**src/rtl/mem_init_seq.sv**
```systemverilog
// rtl/mem_init_seq.sv - RAM fill sequencer with optional read-back verify
module mem_init_seq #(
    parameter int ADDR_W = 8,
    parameter int DATA_W = 8,
    parameter int RD_LAT = 1,
    parameter int WR_GAP = 0
) (
    input  logic              clock,
    input  logic              reset,
    input  logic              start,
    input  logic [1:0]        mode,
    input  logic [DATA_W-1:0] fill_value,
    input  logic [ADDR_W-1:0] last_addr,
    input  logic [DATA_W-1:0] q,
    output logic              wren,
    output logic [ADDR_W-1:0] address,
    output logic [DATA_W-1:0] data,
    output logic              busy,
    output logic              stop,
    output logic              error,
    output logic [ADDR_W-1:0] err_addr
);

    typedef enum logic [2:0] {IDLE, WRITE, GAP, VREAD, VWAIT, DONE} state_t;

    localparam logic [1:0] LAT_LAST = 2'(RD_LAT - 1);
    localparam bit         GAP_EN   = (WR_GAP != 0);

    state_t              state_q, state_d;
    logic [ADDR_W-1:0]   cnt_q, cnt_d;
    logic [ADDR_W-1:0]   lim_q, lim_d;
    logic [ADDR_W-1:0]   err_addr_q, err_addr_d;
    logic [1:0]          mode_q, mode_d;
    logic [1:0]          wcnt_q, wcnt_d;
    logic [DATA_W-1:0]   fill_q, fill_d;
    logic                error_q, error_d;
    logic                tail_q, tail_d;
    logic [ADDR_W+DATA_W-1:0] cnt_ext;
    logic [DATA_W-1:0]   expected;

    // Padding by DATA_W zeros makes one slice cover both zero-extend and truncate.
    always_comb begin
        cnt_ext  = {{DATA_W{1'b0}}, cnt_q};
        expected = mode_q[0] ? fill_q : cnt_ext[DATA_W-1:0];
    end

    always_ff @(posedge clock or posedge reset) begin
        if (reset) begin
            state_q    <= IDLE;
            cnt_q      <= '0;
            lim_q      <= '0;
            err_addr_q <= '0;
            mode_q     <= '0;
            wcnt_q     <= '0;
            fill_q     <= '0;
            error_q    <= 1'b0;
            tail_q     <= 1'b0;
        end else begin
            state_q    <= state_d;
            cnt_q      <= cnt_d;
            lim_q      <= lim_d;
            err_addr_q <= err_addr_d;
            mode_q     <= mode_d;
            wcnt_q     <= wcnt_d;
            fill_q     <= fill_d;
            error_q    <= error_d;
            tail_q     <= tail_d;
        end
    end

    always_comb begin
        state_d    = state_q;
        cnt_d      = cnt_q;
        lim_d      = lim_q;
        err_addr_d = err_addr_q;
        mode_d     = mode_q;
        wcnt_d     = wcnt_q;
        fill_d     = fill_q;
        error_d    = error_q;
        tail_d     = tail_q;
        wren       = 1'b0;
        address    = '0;
        data       = '0;
        stop       = 1'b0;
        busy       = (state_q != IDLE);
        case (state_q)
            IDLE: begin
                if (start) begin
                    mode_d     = mode;
                    fill_d     = fill_value;
                    lim_d      = last_addr;
                    cnt_d      = '0;
                    error_d    = 1'b0;
                    err_addr_d = '0;
                    tail_d     = 1'b0;
                    state_d    = WRITE;
                end
            end
            WRITE: begin
                wren    = 1'b1;
                address = cnt_q;
                data    = expected;
                if (GAP_EN) begin
                    // Every write, the last one included, is followed by its gap cycle.
                    cnt_d   = cnt_q + 1'b1;
                    tail_d  = (cnt_q == lim_q);
                    state_d = GAP;
                end else if (cnt_q == lim_q) begin
                    cnt_d   = '0;
                    state_d = mode_q[1] ? VREAD : DONE;
                end else begin
                    cnt_d   = cnt_q + 1'b1;
                end
            end
            GAP: begin
                address = cnt_q;
                if (tail_q) begin
                    cnt_d   = '0;
                    state_d = mode_q[1] ? VREAD : DONE;
                end else begin
                    state_d = WRITE;
                end
            end
            VREAD: begin
                address = cnt_q;
                wcnt_d  = '0;
                state_d = VWAIT;
            end
            VWAIT: begin
                address = cnt_q;
                if (wcnt_q == LAT_LAST) begin
                    if ((q != expected) && !error_q) begin
                        error_d    = 1'b1;
                        err_addr_d = cnt_q;
                    end
                    if (cnt_q == lim_q) begin
                        state_d = DONE;
                    end else begin
                        cnt_d   = cnt_q + 1'b1;
                        state_d = VREAD;
                    end
                end else begin
                    wcnt_d = wcnt_q + 2'd1;
                end
            end
            DONE: begin
                stop    = 1'b1;
                state_d = IDLE;
            end
            default: state_d = IDLE;
        endcase
    end

    assign error    = error_q;
    assign err_addr = err_addr_q;

endmodule
```
**config.mk**
```make
export PLATFORM = sky130hd
export DESIGN_NAME = mem_init_seq
export DESIGN_NICKNAME = d
export VERILOG_FILES = /design/src/rtl/mem_init_seq.sv
export SDC_FILE = /design/constraint.sdc
export NUM_CORES = 1
export LEC_CHECK = 0
export CORE_MARGIN = 2
export CORE_UTILIZATION = 49
export CTS_CLUSTER_DIAMETER = 100
export DETAILED_ROUTE_END_ITERATION = 10
export PLACE_DENSITY = 0.79
export SETUP_SLACK_MARGIN = 0.1
export SYNTH_ARGS = -nofsm -noshare
export SYNTH_HDL_FRONTEND = slang
export SYNTH_SLANG_ARGS = --single-unit
```
**constraint.sdc**
```tcl
create_clock -name clock -period 2.3 [get_ports clock]
set_input_delay 0.69 -clock clock [delete_from_list [all_inputs] [get_ports clock]]
set_output_delay 0.69 -clock clock [all_outputs]
set_load 0.02 [all_outputs]
```
== Word-level counts from Yosys, hierarchy flattened ==
Index checks and enable logic that the tools add are counted.
Operators by class
  $add $sub $neg: 2
  eq/ne operators: 13
  multiplexer cells: 25
  bitwise logic cells: 1
  reductions and logical operators: 14
Operators by type and width (count)
  $mux W8: 9
  $pmux W8 S3: 1
  $pmux W8 S2: 1
  $mux W3: 5
  $pmux W3 S5: 1
  $ne A2 B2 Y1 const B: 6
  $add A8 B1 Y8 const B: 1
  $eq A8 B8 Y1: 1
  $ne A8 B8 Y1: 1
  $eq A3 B2 Y1 const B: 2
  $eq A3 B3 Y1 const B: 2
  $mux W1: 5
  $reduce_and A5 Y1: 1
  $pmux W2 S2: 1
  $reduce_and A2 Y1: 2
  $reduce_and A4 Y1: 1
  $reduce_bool A2 Y1: 2
  $reduce_bool A4 Y1: 1
  $reduce_or A4 Y1: 1
  $eq A3 B1 Y1 const B: 1
  $logic_not A3 Y1: 1
  $reduce_and A3 Y1: 1
  $reduce_bool A3 Y1: 1
  $add A2 B1 Y2 const B: 1
  6 further kinds: 6
Word-level totals
  bits in registers: 40
  bits of input ports: 29
  output and inout bits: 28
  logic and storage cells: 63

== Depth between registers and ports, before layout ==
Gate-level depths: netlist of the first run.
  depth after elaboration: 6
  mapped depth: 7
  gate-level depth less buffers: 7

== Worst setup path before layout of the first run ==
Ideal clock, no wire load.
  path kind: register to output
  start point: reg state_q[2]
  end point: out data[0]
  data arrival time: 1191 ps
  required time: 1610 ps
  slack: 419 ps
  cell stages (with the launch flop): 4
  buffers on the path: 1
  cell sequence: dfrtp_1 > or3b_1 > buf_2 > nor2_1
Between the ends
  word-level cells in the longest chain between the ends: 2
RTL lines
  from (decl): line 29  | state_t state_q, state_d;
  from (signal assigned): line 59  | state_q <= state_d;
  $eq A3 B1 Y1: line 86  | case (state_q)
  $mux W8: line 86
  to (decl): line 17  | output logic [DATA_W-1:0] data,
No other way between the ends.

== Worst setup path after layout of the first run ==
Same ends and word-level chain as after synthesis.

==> run summary, run 1 <==
Status -> finished, final reports clean
WL/cell -> 16.6 µm
Remaining antenna violation count after routing -> 0
Core area -> 0.00444 mm²
NetSw -> 0.000284 W
Fillers -> 310
Root Driver -> clkbuf_8
Io pins -> 57
Final setup violating endpoints -> 0
Synth cell types -> 44
Worst-path clk slew -> 0.08 ns
F_max -> 0.436 GHz
Synth warn -> 0
Cell row count -> 24
Skew-Pair Late Insertion Delay -> 0.30 ns
H-tree level count -> 2
Total Routing Usage GR -> 23.7%
Starting Density -> 51.9%
Multiplexer area fraction after synthesis -> 16.0%
CTS tree -> done
CP startpoint kind -> flip-flop
EDFF count, synth -> 0
First-pass GRT wire length -> 9430 µm
Synth-to-layout area growth -> 43.8%
CP Capture Type -> output pin
Met3 usage -> 4.42%
Vias/cell -> 5.50
M2 GR Usage -> 38.8%
# diodes -> 0
Max cap viols -> 0
Post-synthesis xor/xnor area fraction -> 6.45%
WP data required -> 1.61 ns
Avg Inst Size Synth -> 10.2 µm²
Final Hold Fails -> 0
Mapped Area -> 0.00231 mm²
Synth Flop Type -> dfrtp_1
Fin crit share -> 99.7%
Vias in the first global route -> 1,933
Synth Area in Simple Gates -> 15.6%
Int Pwr -> 0.000997 W
Cts bufs inserted -> 5
Detailed Place HPWL -> 4090 µm
Syn nets -> 258
Peak supply drop -> 0.424 mV
Cell Pwr Density -> 386 mW/mm²
Max_slew headroom -> 65.9%
Clk buf depth -> 2
Largest net degree at the start of global routing -> 41
HP Class -> flip-flop to flip-flop
Slew @ Worst Pin -> 0.512 ns
Post-layout nets -> 345
Global placer's final weighted congestion -> 0.892
Initial DRC Count -> 194
CP Buf/Inv Count -> 2
CP peak stage delay -> 0.47 ns
Lkg Pwr -> 1.54 nW
Crit-path cells -> or3b_4 > buf_6 > nor2_4 > buf_6
RSZ-0062 raised after global routing -> true
Gr ovfl total -> 0
# DRC -> 0
Initial antenna violation count -> 0
Combinational share of power -> 6.1%
Largest family of logic cells by synthesized area -> multiplexers
Clk_skew -> 0.00674 ns
Hold_ws -> 0.517 ns
Post-Route WL -> 6100 µm
Layout cell share with drive strength beyond 1 -> 32.7%
Synth Instances -> 227
Synth Area in Compound Gates -> 12.2%
DR pass1 iterations -> 4
Most Used Layer, Global Route -> met2
Final worst slack -> 0.00615 ns
Crit path DAT -> 1.60 ns
Tmin final -> 2.29 ns
Most used cell, CP -> buf_6
Ys async rst share -> 100%
Vias post-DR -> 2,020
CTS hold repair buffers -> 0
Register area share after synthesis -> 43.4%
WS Path Type -> flip-flop to output pin
Part of the power in the clock network -> 38.9%
Worst-path maximum fanout -> 4
Power, Total -> 0.00128 W
Die width -> 72.6 µm
Final slew viol count -> 0
#FFs+latches synth -> 40
Commonest non-fill, non-tap cells in the layout -> 37 x clkdlybuf4s50_1, 36 x dfrtp_1, 36 x buf_4
Die ar. -> 0.00528 mm²
Largest delay share family, worst path -> simple AND/OR/NAND/NOR gates
DP Worst Slack -> -0.285 ns
Grt met1 use -> 31.8%
Port bufs -> 56
Most common cell after layout, fill and taps aside -> clkdlybuf4s50_1
Die H -> 72.6 µm
Synth Area in Adders -> 1.08%
Flop pwr share -> 55.0%
Sw Ratio -> 22.1%
Slowest CP cell -> dfrtp_2
Clock sinks -> 40
==> repair_timing <==
item | 4_1_cts | 5_1_grt
cloned | 1 | 0
gates resized for setup | 89 | 25
endpoints found under the setup margin | 19 | 31
buffers inserted | 5 | 6
pin swaps | 5 | 6
==> final cells by class <==
cell class                 instances  area (µm²)  share of cell area, %
clock inverter                     2        15.0                  0.452
sequential                        40        1010                   30.3
multi-input combinational        162        1260                   37.8
clock buffer                       6        82.6                   2.49
inverter                          14        52.6                   1.58
timing repair buffer              91         842                   25.4
tap                               52        65.1                   1.96
==> registers in the layout, indices dropped and copies added, names as in the netlist <==
register	count
lim_q	8
err_addr	8
cnt_q	8
state_q	3
wcnt_q	2
error	1
fill_q	8
mode_q	2
==> metal layers <==
metal / share of wire (%) / vias to the layer above
li1: - / 967
met5: 0 / -
met1: 42 / 961
met4: 2.6 / 0
met3: 6.2 / 13
met2: 49 / 79
==> synthesized netlist by cell type (2+ instances only) <==
| cell | instances | area share, % |
|---|---|---|
| a211oi_1 | 2 | 0.65 |
| a21o_1 | 3 | 0.98 |
| a21oi_1 | 12 | 2.6 |
| a221o_1 | 3 | 1.3 |
| a31oi_1 | 2 | 0.54 |
| and2_1 | 9 | 2.4 |
| buf_2 | 7 | 1.5 |
| buf_6 | 2 | 0.98 |
| clkbuf_1 | 2 | 0.33 |
| dfrtp_1 | 40 | 43 |
| ha_1 | 2 | 1.1 |
| inv_1 | 14 | 2.3 |
| mux2_2 | 18 | 8.8 |
| mux2i_1 | 14 | 6.1 |
| mux2i_2 | 2 | 1.2 |
| nand2_1 | 19 | 3.1 |
| nand3_1 | 3 | 0.65 |
| nand3b_1 | 2 | 0.65 |
| nand4_1 | 3 | 0.81 |
| nor2_1 | 14 | 2.3 |
| nor3_1 | 9 | 2.0 |
| nor4_2 | 2 | 1.1 |
| o2111ai_1 | 3 | 1.1 |
| o21ai_0 | 4 | 0.87 |
| xnor2_1 | 17 | 6.4 |
==> through the flow <==
step	TNS (ns)	cell area (µm²)	util, %	std cells
floorplan	0	2310	-	227
global placement	-2.29	3070	69.1	347
detailed placement	-3.37	3070	69.1	347
CTS	0	3190	71.8	361
global route	-0.0305	3320	74.7	367
finish	0	3320	74.7	367
==> power groups by stage <==
stage	clock network (W)	logic, W	registers, W
floorplan	0	0.0000207	0.000719
CTS	0.000516	0.0000800	0.000704
global route	0.000547	0.0000858	0.000704
detailed placement	0	0.0000796	0.000718
global placement	0	0.0000788	0.000718
finish	0.000498	0.0000783	0.000704
==> kinds of logic (layout without fill, tap and decap cells) <==
family	Yosys count	after routing
DFF	40	40
buffers and inverters	26	113
adders and majority gates	2	2
AOI/OAI and AO/OA	39	39
muxes	34	34
and+or+nand+nor	69	70
xor gates and xnor gates	17	17
==> worst paths after layout <==
check / depth (start not counted) / from / slack [ns] / endpoint
max in group asynchronous: 3 / reset / 1.10 / mode_q[0]$_DFFE_PP0P_
min reg2reg: 1 / fill_q[0]$_DFFE_PP0P_ / 0.52 / fill_q[0]$_DFFE_PP0P_
max reg2reg: 7 / mode_q[0]$_DFFE_PP0P_ / 0.11 / err_addr[1]$_DFFE_PP0P_
min: 1 / fill_q[0]$_DFFE_PP0P_ / 0.52 / fill_q[0]$_DFFE_PP0P_
min in group asynchronous: 3 / reset / 0.81 / err_addr[3]$_DFFE_PP0P_
max: 4 / state_q[2]$_DFFE_PP0P_ / 0.006 / data[0]
Power figures use the tool's default switching activity.
==> inputs of run 2 (changes only) <==
Settings changed: CORE_UTILIZATION 49 to 55, DONT_BUFFER_PORTS set to 1, PLACE_DENSITY 0.79 to 0.7.
==> run summary, run 2 (synthesized netlist as in run 1, its figures left out) <==
Post-layout nets -> 276 (-20%)
FF-to-FF Start -> wcnt_q[0]$_DFFE_PP0P_
CTS hold repair buffers -> 0 (unchanged)
Lkg Pwr -> 1.21 nW (-22%)
Most common cell after layout, fill and taps aside -> dfrtp_1
Final setup violating endpoints -> 0 (unchanged)
R2r worst-path depth -> 7 (unchanged)
Worst-path clk slew -> 0.08 ns (about the same)
DR pass1 iterations -> 4 (unchanged)
Final slew viol count -> 0 (unchanged)
CP peak stage delay -> 0.48 ns (about the same)
CP startpoint -> state_q[1]$_DFFE_PP0P_
Synth-to-layout area growth -> 14.9%
Cts bufs inserted -> 5 (unchanged)
Initial DRC Count -> 101 (-48%)
CTS tree -> done
Worst-path maximum fanout -> 8 (+4)
Sw Ratio -> 21.4% (-0.70 points)
Io pins -> 57 (unchanged)
HP Class -> input pin to asynchronous set/reset pin
Port bufs -> 0 (-100%)
Die width -> 68.8 µm (-5.3%)
Combinational share of power -> 2.2% (-3.9 points)
Post-Route WL -> 5660 µm (-7.2%)
Clock sinks -> 40 (unchanged)
Status -> finished, final reports clean
H-tree level count -> 2 (unchanged)
Crit-path cells -> or3b_4 > inv_1 > buf_6
Slowest CP cell -> or3b_4
Die ar. -> 0.00473 mm² (-10%)
Vias/cell -> 6.12 (+11%)
Commonest non-fill, non-tap cells in the layout -> 37 x dfrtp_1, 19 x nand2_1, 18 x mux2_2
WS Path Type -> flip-flop to output pin
Worst reg2reg setup slack -> 0.24 ns (+0.13 ns)
NetSw -> 0.000261 W (-8.1%)
Slew @ Worst Pin -> 0.502 ns (-0.0104 ns)
Part of the power in the clock network -> 39.8% (+0.9 points)
Reg-to-Reg End -> cnt_q[4]$_DFFE_PP0P_
Skew-Pair Late Insertion Delay -> 0.29 ns (about the same)
CP Capture Type -> output pin
F_max -> 0.456 GHz (+4.6%)
# DRC -> 0 (unchanged)
Int Pwr -> 0.000955 W (-4.2%)
Gr ovfl total -> 0 (unchanged)
Critical Path Sink -> wren
Largest net degree at the start of global routing -> 41 (unchanged)
Final Hold Fails -> 0 (unchanged)
Max cap viols -> 0 (unchanged)
Vias in the first global route -> 1,776 (-8.1%)
Die H -> 68.8 µm (-5.3%)
Hold_ws -> 0.409 ns (-0.108 ns)
Flop pwr share -> 58.0% (+3.0 points)
Peak supply drop -> 0.354 mV (-17%)
Starting Density -> 57.3% (+5.4 points)
WP data required -> 1.61 ns (about the same)
Max_slew headroom -> 66.5% (+0.69 points)
First-pass GRT wire length -> 8700 µm (-7.8%)
Tmin final -> 2.19 ns (-0.102 ns)
Setup Total Neg Slack -> 0 ns (unchanged)
Crit path DAT -> 1.50 ns (-0.10 ns)
Detailed Place HPWL -> 4170 µm (+2.0%)
Initial antenna violation count -> 0 (unchanged)
Core area -> 0.00403 mm² (-9.3%)
Remaining antenna violation count after routing -> 0 (unchanged)
Global placer's final weighted congestion -> 0.890 (-0.25%)
Root Driver -> clkbuf_8
Clk_skew -> 0.00499 ns (-0.00175 ns)
Vias post-DR -> 1,812 (-10%)
Total Routing Usage GR -> 25.6% (+1.8 points)
Cell Pwr Density -> 458 mW/mm² (+19%)
Cell row count -> 23 (-4.2%)
RSZ-0062 raised after global routing -> true
WL/cell -> 19.1 µm (+15%)
CP startpoint kind -> flip-flop
Fin crit share -> 95.3% (-4.4 points)
Layout cell share with drive strength beyond 1 -> 29.7% (-3.0 points)
# diodes -> 0 (unchanged)
Clk buf depth -> 2 (unchanged)
-- run 2: power by group through the flow --
stage                     clock [W]  sequential, W  combinational (W)
after floorplan                   0       0.000719          0.0000207
after global placement            0       0.000719          0.0000261
after detailed placement          0       0.000719          0.0000279
after CTS                  0.000498       0.000705          0.0000278
after global routing       0.000526       0.000705          0.0000303
final                      0.000484       0.000705          0.0000264
-- run 2: worst min-delay path by stage --
stage | from | cells after the start | slack [ns] | endpoint
detailed placement | fill_q[5]$_DFFE_PP0P_ | 1 | 0.49 | fill_q[5]$_DFFE_PP0P_
finish | reset | 2 | 0.41 | fill_q[7]$_DFFE_PP0P_
global route | reset | 2 | 0.44 | fill_q[7]$_DFFE_PP0P_
CTS | reset | 2 | 0.42 | fill_q[7]$_DFFE_PP0P_
floorplan | wcnt_q[0]$_DFFE_PP0P_ | 1 | 0.47 | wcnt_q[0]$_DFFE_PP0P_
global placement | fill_q[5]$_DFFE_PP0P_ | 1 | 0.49 | fill_q[5]$_DFFE_PP0P_
-- run 2: final cells by class --
| type | count | area, µm² |
|---|---|---|
| tap | 50 | 62.6 |
| sequential | 40 | 1000 |
| clock inverter | 1 | 7.51 |
| fill | 358 | 1380 |
| inverter | 14 | 52.6 |
| clock buffer | 7 | 86.3 |
| timing repair buffer | 22 | 196 |
| multi-input combinational | 162 | 1240 |
-- run 2: critical path: cells and delay by family (launching register included) --
| kind | cells | cell delay, ns |
|---|---|---|
| and+or+nand+nor | 1 | 0.48 |
| DFF | 1 | 0.47 |
| buffers and inverters | 2 | 0.26 |
-- run 2: metal layers --
metal	GRT usage [%]	vias up	wire (µm)
li1	-	834	-
met4	8.58	0	120
met1	32.2	899	2300
met5	0	-	0
met3	6.98	14	356
met2	42.4	65	2880
-- run 2: stage by stage --
step / util (%) / instances / total power, W / instance area (µm²) / worst slack, ns
2_1_floorplan: - / 227 / 0.000739 / 2310 / 0.419
3_3_place_gp: 61.4 / 286 / 0.000745 / 2470 / 0.221
3_5_place_dp: 61.4 / 286 / 0.000747 / 2470 / 0.151
4_1_cts: 64.3 / 294 / 0.00123 / 2590 / 0.108
5_1_grt: 65.8 / 296 / 0.00126 / 2650 / 0.0697
6_report: 65.8 / 296 / 0.00122 / 2650 / 0.108
-- run 2: timing repair --
action                                  4_1_cts  5_1_grt
buffers inserted                              0        1
endpoints found under the hold margin         0        0
resized for setup                             6       19
endpoints found under the setup margin       17       17
cloned                                        0        1
pin swaps                                     0        4
